`config.mk`:
```
export PLATFORM = sky130hd
export DESIGN_NAME = dlmac_job_sched
export DESIGN_NICKNAME = d
export VERILOG_FILES = /design/src/rtl/dlmac_job_sched.sv
export SDC_FILE = /design/constraint.sdc
export NUM_CORES = 1
export LEC_CHECK = 0
export CORE_ASPECT_RATIO = 1.1
export CORE_MARGIN = 2
export CORE_UTILIZATION = 42
export CTS_BUF_LIST = sky130_fd_sc_hd__clkbuf_2
export DETAILED_ROUTE_END_ITERATION = 8
export PLACE_DENSITY_LB_ADDON = 0.15
export SLEW_MARGIN = 5
export SYNTH_ARGS = -nofsm -noshare
export SYNTH_HDL_FRONTEND = slang
export SYNTH_SLANG_ARGS = --single-unit
```
`constraint.sdc`:
```
create_clock -name clk -period 2.3 [get_ports clk]
set_clock_uncertainty 0.05 [all_clocks]
set_input_delay 0.46 -clock clk [delete_from_list [all_inputs] [get_ports clk]]
set_output_delay 0.46 -clock clk [all_outputs]
set_load 0.05 [all_outputs]
```
`src/rtl/dlmac_job_sched.sv`:
```
// Job scheduler sharing one DLFloat16 MAC between two requesters, round-robin at job boundaries.
// Optional stall watchdog enabled by defining DLMAC_SCHED_TIMEOUT_EN.
module dlmac_job_sched #(
  parameter int LEN_W   = 8,
  parameter int MAC_LAT = 2
) (
  input  logic             clk,
  input  logic             rst_n,
  input  logic             req0_valid,
  output logic             req0_ready,
  input  logic [15:0]      req0_a,
  input  logic [15:0]      req0_b,
  input  logic             req0_last,
  input  logic             req1_valid,
  output logic             req1_ready,
  input  logic [15:0]      req1_a,
  input  logic [15:0]      req1_b,
  input  logic             req1_last,
  output logic             res0_valid,
  input  logic             res0_ready,
  output logic             res1_valid,
  input  logic             res1_ready,
  output logic [15:0]      res_data,
  output logic [LEN_W-1:0] res_cnt,
  output logic             res_err,
  output logic [15:0]      mac_a,
  output logic [15:0]      mac_b,
  output logic             mac_vld,
  output logic             mac_clr,
  input  logic [15:0]      mac_acc
);

  localparam int DRN_W = $clog2(MAC_LAT + 2) + 1;
  localparam logic [DRN_W-1:0] DRN_LAST = DRN_W'(MAC_LAT + 1);

  typedef enum logic [2:0] {S_IDLE, S_CLR, S_STREAM, S_DRAIN, S_RESP} state_t;

  state_t           state_q, state_d;
  logic             grant_q, grant_d;
  logic             last_grant_q, last_grant_d;
  logic [LEN_W-1:0] cnt_q, cnt_d;
  logic [DRN_W-1:0] drn_q, drn_d;
  logic [15:0]      mac_a_q, mac_a_d;
  logic [15:0]      mac_b_q, mac_b_d;
  logic             mac_vld_q, mac_vld_d;
  logic [15:0]      res_data_q, res_data_d;
`ifdef DLMAC_SCHED_TIMEOUT_EN
  logic [7:0]       idle_q, idle_d;
  logic             err_q, err_d;
`endif

  logic        sel_valid, sel_last, sel_res_ready, hs;
  logic [15:0] sel_a, sel_b;

  assign sel_valid     = grant_q ? req1_valid : req0_valid;
  assign sel_last      = grant_q ? req1_last  : req0_last;
  assign sel_a         = grant_q ? req1_a     : req0_a;
  assign sel_b         = grant_q ? req1_b     : req0_b;
  assign sel_res_ready = grant_q ? res1_ready : res0_ready;
  assign hs            = (state_q == S_STREAM) && sel_valid;

  assign req0_ready = (state_q == S_STREAM) && !grant_q;
  assign req1_ready = (state_q == S_STREAM) &&  grant_q;
  assign res0_valid = (state_q == S_RESP)   && !grant_q;
  assign res1_valid = (state_q == S_RESP)   &&  grant_q;
  assign mac_clr    = (state_q == S_CLR);
  assign mac_vld    = mac_vld_q;
  assign mac_a      = mac_a_q;
  assign mac_b      = mac_b_q;
  assign res_data   = res_data_q;
  assign res_cnt    = cnt_q;
`ifdef DLMAC_SCHED_TIMEOUT_EN
  assign res_err    = err_q;
`else
  assign res_err    = 1'b0;
`endif

  always_ff @(posedge clk or negedge rst_n) begin
    if (!rst_n) begin
      state_q      <= S_IDLE;
      grant_q      <= 1'b0;
      last_grant_q <= 1'b1;
      cnt_q        <= '0;
      drn_q        <= '0;
      mac_a_q      <= '0;
      mac_b_q      <= '0;
      mac_vld_q    <= 1'b0;
      res_data_q   <= '0;
`ifdef DLMAC_SCHED_TIMEOUT_EN
      idle_q       <= '0;
      err_q        <= 1'b0;
`endif
    end else begin
      state_q      <= state_d;
      grant_q      <= grant_d;
      last_grant_q <= last_grant_d;
      cnt_q        <= cnt_d;
      drn_q        <= drn_d;
      mac_a_q      <= mac_a_d;
      mac_b_q      <= mac_b_d;
      mac_vld_q    <= mac_vld_d;
      res_data_q   <= res_data_d;
`ifdef DLMAC_SCHED_TIMEOUT_EN
      idle_q       <= idle_d;
      err_q        <= err_d;
`endif
    end
  end

  always_comb begin
    state_d      = state_q;
    grant_d      = grant_q;
    last_grant_d = last_grant_q;
    cnt_d        = cnt_q;
    drn_d        = drn_q;
    mac_a_d      = mac_a_q;
    mac_b_d      = mac_b_q;
    mac_vld_d    = 1'b0;
    res_data_d   = res_data_q;
`ifdef DLMAC_SCHED_TIMEOUT_EN
    idle_d       = idle_q;
    err_d        = err_q;
`endif
    case (state_q)
      S_IDLE: begin
        // On contention the requester that did not run last job wins.
        if (req0_valid || req1_valid) begin
          grant_d = (req0_valid && req1_valid) ? !last_grant_q : req1_valid;
          state_d = S_CLR;
        end
      end
      S_CLR: begin
        cnt_d   = '0;
        state_d = S_STREAM;
`ifdef DLMAC_SCHED_TIMEOUT_EN
        idle_d  = '0;
        err_d   = 1'b0;
`endif
      end
      S_STREAM: begin
        if (hs) begin
          mac_a_d   = sel_a;
          mac_b_d   = sel_b;
          mac_vld_d = 1'b1;
          cnt_d     = (&cnt_q) ? cnt_q : cnt_q + 1'b1;
`ifdef DLMAC_SCHED_TIMEOUT_EN
          idle_d    = '0;
`endif
          if (sel_last) begin
            state_d      = S_DRAIN;
            drn_d        = '0;
            last_grant_d = grant_q;
          end
        end else begin
`ifdef DLMAC_SCHED_TIMEOUT_EN
          if (idle_q == 8'hFF) begin
            state_d      = S_DRAIN;
            drn_d        = '0;
            err_d        = 1'b1;
            last_grant_d = grant_q;
          end else begin
            idle_d = idle_q + 8'd1;
          end
`endif
        end
      end
      S_DRAIN: begin
        // Wait for the last product to land in the accumulator before sampling it.
        drn_d = drn_q + 1'b1;
        if (drn_q == DRN_LAST) begin
          state_d = S_RESP;
`ifdef DLMAC_SCHED_TIMEOUT_EN
          res_data_d = err_q ? 16'hFFFF : mac_acc;
`else
          res_data_d = mac_acc;
`endif
        end
      end
      S_RESP: begin
        if (sel_res_ready) state_d = S_IDLE;
      end
      default: state_d = S_IDLE;
    endcase
  end

endmodule

```
==> Word-level counts from Yosys, hierarchy flattened <==
Cells that the tools add are included.
{ "op_classes": {"n_addsub": 2, "eq_ne": 11, "muxes": 20, "reduce_logical": 20} }
{ "ops": {"columns": ["operator", "count"], "rows": [
  ["$mux 16", 2],
  ["$mux 3", 7],
  ["$mux 8", 2],
  ["$pmux 8 s2", 1],
  ["$pmux 3 s5", 1],
  ["$ne 2x2->1 const B", 6],
  ["$eq 3x2->1 const B", 3],
  ["$reduce_and 3->1", 3],
  ["$add 8x1->8 const B", 1],
  ["$reduce_and 8->1", 1],
  ["$logic_and 1x1->1", 6],
  ["$mux 1", 6],
  ["$pmux 3 s2", 1],
  ["$reduce_and 2->1", 3],
  ["$reduce_and 5->1", 1],
  ["$reduce_bool 2->1", 2],
  ["$add 3x1->3 const B", 1],
  ["$eq 3x1->1 const B", 1],
  ["$eq 3x3->1 const B", 1],
  ["$logic_not 3->1", 1],
  ["$logic_not 1->1", 2],
  ["$logic_or 1x1->1", 1]
]} }
{ "totals": {"ff_bits": 65, "inputBits": 88, "output_inout_bits": 63, "elab_cells": 62} }

==> Longest topological paths before layout <==
{ "depth": {"ltp_word": 4, "ltp_mapped": 9, "mapped_depth_nobuf": 5} }

==> Least setup slack after synthesis <==
OpenSTA, ideal clock, no wires.
{ "synth_timing": {"path_kind": "reg2out", "from": "register grant_q", "to": "output port req1_ready", "arrival_ps": 1949, "t_required_ps": 1790, "setup_slack_ps": -159, "stages_incl_launch_ff": 6, "path_buffers": 3, "path_cell_list": "dfrtp_1 > clkbuf_1 > buf_2 > buf_1 > inv_1 > nor2_1"} }
{ "synth_via": {"elab_chain_len": 1} }
{ "synth_lines": {"columns": ["element", "line_no", "source"], "rows": [
  ["from (decl)", "39", "logic grant_q, grant_d;"],
  ["from (signal assigned)", "95", "grant_q <= grant_d;"],
  ["$logic_and 1x1->1", "63", "assign req1_ready = (state_q == S_STREAM) && grant_q;"],
  ["to (decl)", "15", "output logic req1_ready,"]
]} }
Every way passes these cells.

==> Worst setup path in the final report <==
{ "layout_timing": {"from": "register mac_b_q[7], in the netlist mac_b[7]", "to": "output port mac_b[7]"} }
{ "layout_rtl": {"columns": ["element", "line_no", "source"], "rows": [
  ["from (decl)", "44", "logic [15:0] mac_b_q, mac_b_d;"],
  ["from (signal assigned)", "100", "mac_b_q <= mac_b_d;"],
  ["to (decl)", "27", "output logic [15:0] mac_b,"]
]} }
No word-level cell between the ends.

==> impl_results.md <==
* Ant diodes at 0
* Die Width at 85.0 um
* Pwr Density at 1550 mW/mm^2
* Worst Max-Slew Pin Slew at 0.544 ns
* Area share of the largest cell type after synthesis at 52.8%
* Avg Cell Area, Syn at 10.8 um^2
* Mux cell area share after synthesis at about 18%
* Clock slew at reported path FFs at roughly 0.20 ns
* P_leak at 2.15 nW
* Largest area contributor in the netlist: dfrtp_1
* Clk Latency, worst-skew pair at 0.46 ns
* Syn_nets at 373
* Mapped Cells at 282
* Post-Place Worst Slack at roughly 0.0094 ns
* Root buffer cell: clkbuf_2
* First-pass GRT wire length at 12,800 um
* Minimum clock period after layout at about 2.2 ns
* Max Cap Violations at 0
* Compound-Gate Fraction of Synth Area at 10.9%
* H-tree level count at 3
* Commonest non-fill, non-tap cell in the layout: clkdlybuf4s50_1
* Max Transition Viols Final at 0
* Aggregate global routing overflow at 0
* Area delta synth->final at 57.8%
* Crit Path Class: reg2out
* CP max stage cell: clkdlybuf4s50_1
* CP Capture Type: output pin
* Clk sink count at between 60 and 70
* First DRT Iteration DRCs at 92
* Sequential-to-total area share from yosys stat at 53.7%
* Adder-Cell Fraction of Synth Area at 1.24%
* Vias per inst at 5.10
* Most frequent cells in the layout: clkdlybuf4s50_1 (135), dfrtp_1 (61), nand2_1 (44)
* DRT Pass-1 Iters at 6
* DP HPWL at 6190 um
* Simple-Gate Fraction of Synth Area at 12.3%
* Hold Crit Class: in2async
* Initial antenna violation count at 0
* WL/cell at between 15 and 20 um
* Final Util at 68.3%
* Max Fclk at 453 MHz
* Period utilization at between 90% and 100%
* Ranking of synthesized cells by area: dfrtp_1 (53%), mux2i_1 (11%), mux2_2 (6.7%), nand2_1 (5.6%), o21ai_1 (3.5%)
* Delay of the slowest critical-path stage at 0.82 ns
* Tot GR Track Use at 20.5%
* Std cell rows at 32
* Die height at 93.1 um
* Post-Route WL at 8040 um
* CP max FO at 2
* Critical Path RT at between 1.5 and 2 ns
* Final net count at between 500 and 600
* TritonCTS clock tree: built
* Hold Vio Cnt, Final at 0
* Layout cells sized above 1 at 13.7%
* Setup WS post-layout at 0.0935 ns
* Die ar. at 0.00791 mm^2
* DRC viols at 0
* ANT nets after route at 0
* CTS buffer count at 9
* Headroom to the max-slew limit at 63.6%
* Cells along the critical path: clkdlybuf4s50_1
* Outcome: complete, no violations
* Initial Util at 43.3%
* Largest net degree at the start of global routing at 33
* Setup violations, final at 0
* Worst Path Buf+Inv at 1
* Yosys reg bits at 65
* Final RePlAce weighted congestion at 0.881
* Ys Warns at 0
* Synth Cell Area at 0.00303 mm^2
* Yosys cell types at 42
* Setup crit start kind: register
* Vias in the first global route at 2,720
* IO Port Bufs at 149
* RSZ-0062 raised after global routing: true
* VDD IR-drop max at 1240 uV
* Via count at 2,671
* CORE AREA at 0.00701 mm^2
* # IOs at 151
* Largest family of logic cells by synthesized area: multiplexers
* Clock tree buffer depth at 2
* Post-synthesis xor/xnor area fraction at 0%
* Fillcell total at 568
* Top delay family on crit path: buffers and inverters
* Worst EP arrival at 1.70 ns
==> state kept, by name, indices dropped and copies added, names as in the netlist <==
name          flops
mac_b            16
drn_q             3
res_cnt           8
grant_q           1
res_data         16
mac_a            16
last_grant_q      1
mac_vld           1
state_q           3
==> cell families after synthesis <==
group,after synthesis
adder cells (fa/ha/maj),3
AND/OR/NAND/NOR,81
flip-flops,65
other,1
buffers and inverters,24
multiplexers,52
AO/OA/AOI/OAI,56
==> worst paths after layout <==
kind	cells past startpoint	slack (ns)	to	from
hold / removal	2	0.41	res_cnt[1]	rst_n
setup reg to reg	5	0.34	mac_a[10]	state_q[2]
hold reg to reg	2	0.45	mac_b[6]	mac_b[6]
min in group clk	2	0.45	mac_b[6]	mac_b[6]
max in group asynchronous	3	1.15	state_q[2]	rst_n
setup / recovery	1	0.09	mac_b[7]	mac_b[7]
==> where the power goes <==
part | internal [mW] | leakage [nW] | switching, mW | total, mW
Clock | 0.360 | 0.0833 | 0.409 | 0.768
Sequential | 1.68 | 0.796 | 0.346 | 2.03
Combinational | 1.69 | 1.27 | 2.95 | 4.63
Total | 3.73 | 2.15 | 3.70 | 7.43
==> per-layer routing <==
layer,share of wire (%),up-vias,global-route usage [%]
met4,1.5,0,7.01
met5,0,-,0
li1,-,1294,-
met1,38,1245,23.2
met2,51,122,35.4
met3,9.4,10,7.50
==> what timing repair did <==
action / in CTS / in global routing
endpoints found under the setup margin: 10 / 2
setup buffers: 0 / 0
resized for setup: 12 / 3
hold buffers: 1 / 0
endpoints found under the hold margin: 16 / 0
==> stage by stage <==
stage / cell area [um^2] / cells / hold slack, ns / TNS [ns] / total power, mW
floorplan: 3030 / 282 / 0.114 / -0.318 / 5.14
global placement: 4640 / 507 / 0.384 / 0 / 6.61
detailed placement: 4640 / 507 / 0.385 / 0 / 6.72
CTS: 4780 / 524 / 0.376 / 0 / 7.49
global route: 4780 / 524 / 0.395 / -0.00582 / 7.85
finish: 4780 / 524 / 0.409 / 0 / 7.43
==> cell usage after synthesis (all sizes together) <==
library cell  number
mux2              18
a21o               1
o2111ai            1
nor2b              1
nand4              1
inv                6
or3b               1
nand3b             2
o2bb2ai            1
o21ai             37
nand3              6
and4               2
nor3               5
buf                9
a32o               1
mux2i             34
a21oi              2
a211o              2
a31oi              3
dfstp              1
o21bai             1
and3               4
a221oi             1
or2                1
nor3b              2
o211ai             1
ha                 3
o22ai              3
nor4b              1
a211oi             2
dfrtp             64
conb               1
or3                1
nand2             45
clkbuf             9
nor2               9
==> final cells by class <==
cell class | instances | area, um^2 | share of cell area (%)
well taps | 85 | 106 | 2.22
inverters | 6 | 22.5 | 0.471
clock inverters | 6 | 82.6 | 1.73
multi-input cells | 193 | 1300 | 27.2
repair buffers | 159 | 1590 | 33.3
clock buffers | 10 | 50.0 | 1.05
flip-flops and latches | 65 | 1630 | 34.1
(Power assumes the default switching activity.)
==> RTL change 1 (config.mk and constraints unchanged) <==
`res_data_q` no longer has a reset.
--- a/src/rtl/dlmac_job_sched.sv
+++ b/src/rtl/dlmac_job_sched.sv
@@ -87,3 +87,2 @@
       mac_vld_q    <= 1'b0;
-      res_data_q   <= '0;
 `ifdef DLMAC_SCHED_TIMEOUT_EN
@@ -101,3 +100,2 @@
       mac_vld_q    <= mac_vld_d;
-      res_data_q   <= res_data_d;
 `ifdef DLMAC_SCHED_TIMEOUT_EN
@@ -107,2 +105,6 @@
     end
+  end
+
+  always_ff @(posedge clk) begin
+    res_data_q <= res_data_d;
   end
Behaviour: differs if rst_n is asserted again (counterexample within 10 cycles, from zero or initial values and one cycle with rst_n low); with rst_n held inactive, the same outputs for 10 cycles.
==> RTL change 1 against the original RTL <==
- global-route usage down 0.52 points
- sequential cell count unchanged
- cell count down 4.4%
- via count down 6.1%
- area after synthesis down 3.4%
- routed wire length down 7.9%
- worst setup slack better by 0.018 ns
- sequential power down 8%
- die area down 3.2%
- total power down 16%
- final area down 1.2%
- largest cell class unchanged
==> RTL change 1: results (changes against the original RTL) <==
Power
  • Peak VDD IR: 0.0008456 V (-32%)
  • Lkg Pwr: 0.002127 uW (-1.1%)

Placement
  • DP Wirelength: 5682 um (-8.2%)
  • PortBufs: 149 (unchanged)
  • Gpl congestion: 0.8330 (-5.4%)
  • Post-place setup slack: 0.2467 ns (+0.2372 ns)

Yosys
  • Synth warn: 0 (unchanged)
  • Post-synth net total: 349 (-6.4%)
  • Commonest cells post-synth: dfrtp_1, nand2_1, o21ai_0
  • Seq/Total Area, Yosys: 0.5831 (+0.04615)
  • Distinct cells, synth: 45 (+7.1%)
  • EDFF count, synth: 16 (+16)
  • Post-synth ARST share: 0.7538 (-0.2462)
  • Primary FF master, synth: dfrtp_1
  • Dominant cells by area after synthesis: dfrtp_1, edfxtp_1, mux2i_1, o21ai_0, nand2_1

Global routing
  • Largest net degree at the start of global routing: 49 (+48%)
  • GR Layer Usage met2: 0.3247 (-0.02950)
  • Number of global-route vias before repair: 2391 (-12%)
  • Initial antenna violation count: 0 (unchanged)
  • M1 GR Usage: 0.2496 (+0.01732)
  • First-pass GRT wire length: 12010 um (-6.1%)
  • Met3 global-route usage: 0.06545 (-0.009568)
  • Gr usage total: 0.1993 (-0.005223)

Detailed routing
  • Wire length per cell: 14.78 um (-3.7%)
  • DRT met1 WL: 3068 um (-0.74%)
  • Met3 wire length: 588 um (-22%)
  • DR pass1 iterations: 4 (-2)
  • DR vias/cell: 5.006 (-1.8%)
  • Top sig layer: met4
  • Met2 wire len: 3720 um (-8.6%)
  • Remaining antenna violation count: 0 (unchanged)
  • 1st-iter DRT viols: 76 (-17%)

Setup path
  • Maximum fanout along the worst path: 4 (+2)
  • Worst path max stage delay: 0.82 ns (about the same)
  • Worst path top cell family by delay: buffers and inverters
  • Worst path slowest cell: clkdlybuf4s50_1
  • Critical Path AT: 1.68 ns (-0.02 ns)

Clock tree
  • Depth of the CTS H-tree: 3 (unchanged)
  • Clock Tree Buf Depth: 2 (unchanged)
  • TritonCTS buffer count: 9 (unchanged)
  • Worst skew pair latency: 0.45 ns
  • Clock-pin slew on the worst setup and hold paths: 0.17 ns (-0.03 ns)
  • CTS root buffer: clkbuf_2

Cells and area
  • Final #Nets: 505 (-3.8%)
  • Ant diodes: 0 (unchanged)
  • Fillcell total: 530 (-6.7%)
  • Layout cells sized above 1: 0.1217 (-0.01496)

Timing
  • Final setup vio count: 0 (unchanged)
  • Slew @ Worst Pin: 0.5274 ns (-0.01668 ns)

Status
  • Run status: completed

Worst hold path
  • Hold Path Class: in2async
## RTL change 1: path summary, 6_finish.rpt
check,startpoint,end,slack [ns],cells after the start
max in group asynchronous,rst_n,mac_b[1],1.27,3
worst max register to register,grant_q,drn_q[0],0.55,4
worst min register to register,mac_b[14],mac_b[14],0.45,2
worst min-delay path,rst_n,res_cnt[0],0.34,2
worst max-delay path,res_cnt[1],res_cnt[1],0.11,1
min in group clk,mac_b[14],mac_b[14],0.45,2
## RTL change 1: kinds of logic after synthesis
group,share of synthesized area
AO/OA/AOI/OAI,0.1098
XOR/XNOR,0.002991
adder cells (fa/ha/maj),0.01282
buffers and inverters,0.03460
flip-flops,0.5831
multiplexers,0.1299
other,0.001280
AND/OR/NAND/NOR,0.1256
## RTL change 1: where the power goes
part,internal [uW],switching (uW)
combinational,1360,2280
sequential,1600,270
clock,368,377
## RTL change 1: cell type report
class                   instances  area, um2  area share
clock buffers                  12      60.06     0.01270
clock inverters                 4      67.56     0.01429
inverters                       6      22.52    0.004763
multi-input cells             173       1145      0.2421
flip-flops and latches         65       1713      0.3623
well taps                      82      102.6     0.02170
repair buffers                159       1618      0.3422
## RTL change 1: repair_timing
action,CTS,global route
hold endpoints to repair,9,0
setup endpoints to repair,7,8
buffers inserted,2,0
hold buffers,1,0
gates resized for setup,8,11
pin swaps,0,1
## RTL change 1: metrics by stage
step	util	TNS (ns)	total power (uW)	area, um2	cells
final	0.7087	0	6254	4728	501
after global routing	0.7087	-0.008342	6648	4728	501
after CTS	0.7037	0	6286	4695	501
after detailed placement	0.6810	0	5517	4543	482
after global placement	0.6810	0	5441	4543	482
after floorplan	-	0	4272	2929	258
## RTL change 1: worst register-to-register path: stages (launching register included)
cell and delay, ns:
dfrtp_2 0.48, buf_4 0.36, mux2_2 0.39, a21oi_1 0.22, mux2_2 0.19
==> RTL change 2 (config.mk and constraints unchanged) <==
Without the edit above. Build with the macro `DLMAC_SCHED_TIMEOUT_EN` defined.
--- a/src/rtl/dlmac_job_sched.sv
+++ b/src/rtl/dlmac_job_sched.sv
@@ -2,2 +2,4 @@
 // Optional stall watchdog enabled by defining DLMAC_SCHED_TIMEOUT_EN.
+`define DLMAC_SCHED_TIMEOUT_EN
+
 module dlmac_job_sched #(
Behaviour: no difference found for any inputs over 10 cycles, from zero or initial values and one cycle with rst_n low; that may be too few to reach the edited logic, so the function may still have changed.
==> RTL change 2 against the original RTL <==
- sequential share of layout area is 0.63 points lower
- routed wire length increased by 13%
- via count is 22% higher
- fmax shrank 0.54%
- final area grew 16%
- global-route usage decreased by 0.17 points
- critical endpoint is now mac_b[10]
- highest routed layer unchanged
- area after synthesis is 17% higher
- critical path type unchanged
- worst setup slack lost 0.012 ns
- hold slack got worse by 0.087 ns
- sequential cell count rose by 9
- total power grew 2.7%
==> RTL change 2: results (changes against the original RTL) <==
Setup path
  • Crit. Startpoint: mac_b[10]
  • Crit path to: mac_b[10]
  • RR Endpoint: res_cnt[3]

Yosys
  • Cell count after synthesis: 368 (+30%)
  • Post-synth net total: 460 (+23%)
  • Commonest cells post-synth: dfrtp_1, nand2_1, o21ai_0
  • Seq/Total Area, Yosys: 0.5226 (-0.01435)

Detailed routing
  • DRT met1 WL: 3629 um (+17%)
  • DR vias/cell: 5.050 (-0.93%)
  • Met2 wire len: 4635 um (+14%)
  • Vias post-DR: 3247 (+22%)
  • Wire length per cell: 14.08 um (-8.2%)

Power
  • Switching pwr: 3805 uW (+2.9%)
  • Reg power frac: 0.290 (+0.017)
  • Peak VDD IR: 0.0007352 V (-41%)
  • PD cells: 1375 nW/um2 (-11%)
  • Lkg Pwr: 0.002894 uW (+35%)
  • Clock group: 739 uW (-3.8%)

Global routing
  • First-pass GRT wire length: 14810 um (+16%)
  • GR Layer Usage met2: 0.3428 (-0.01141)
  • M1 GR Usage: 0.2482 (+0.01593)
  • Gr usage total: 0.2029 (-0.001687)
  • Largest net degree at the start of global routing: 53 (+61%)

Cells and area
  • Bufs w/o clock: 169 (+6.3%)
  • Clock buffer count in the final layout: 9 (-1)
  • ClkCell Share: 0.02188 (-0.005846)
  • Final instance area: 5547 um2 (+16%)
  • Final #Nets: 619 (+18%)
  • Inverters: 8 (+2)
  • Multi-input gate count: 265 (+37%)
  • Fillcell total: 670 (+18%)
  • Sequential cell count: 74 (+14%)
  • Layout cells sized above 1: 0.1109 (-0.02577)

Placement
  • Post-place setup slack: 0.04239 ns (+0.03297 ns)
  • Dpl cell area: 5269 um2 (+14%)
  • Gpl congestion: 0.8293 (-5.9%)

Status
  • Run status: completed

Timing
  • Slew headroom: 0.6070 (-0.02919)
  • Min Hold Slack: 0.3225 ns (-0.08696 ns)
  • Fmax: 450.8 MHz (-0.54%)
-- RTL change 2: changes by cell type in the layout (fill, tap and decap cells not counted), moves of 4 or more --
| cell | before | now |
|---|---|---|
| o21ai_1 | 21 | 1 |
| o21ai_0 | 16 | 61 |
| nand3_1 | 6 | 11 |
| or3_1 | 1 | 5 |
| dlymetal6s2s_1 | 0 | 37 |
| nand2_1 | 44 | 62 |
| clkdlybuf4s50_1 | 135 | 100 |
| nor2_1 | 6 | 22 |
| buf_4 | 10 | 17 |
| o31ai_1 | 0 | 6 |
| a21oi_1 | 2 | 8 |
| mux2_2 | 18 | 2 |
| dfrtp_1 | 61 | 70 |
-- RTL change 2: cells by family (layout without fill, tap and decap cells) --
kind of cell	count (synthesis)	count (layout)	share of synthesized area
compound gates	94	94	0.1542
fa+ha+maj	4	4	0.01411
xor+xnor	1	1	0.002470
buf+inv	29	193	0.03352
simple gates	131	131	0.1736
mux	35	35	0.09951
flops	74	74	0.5226
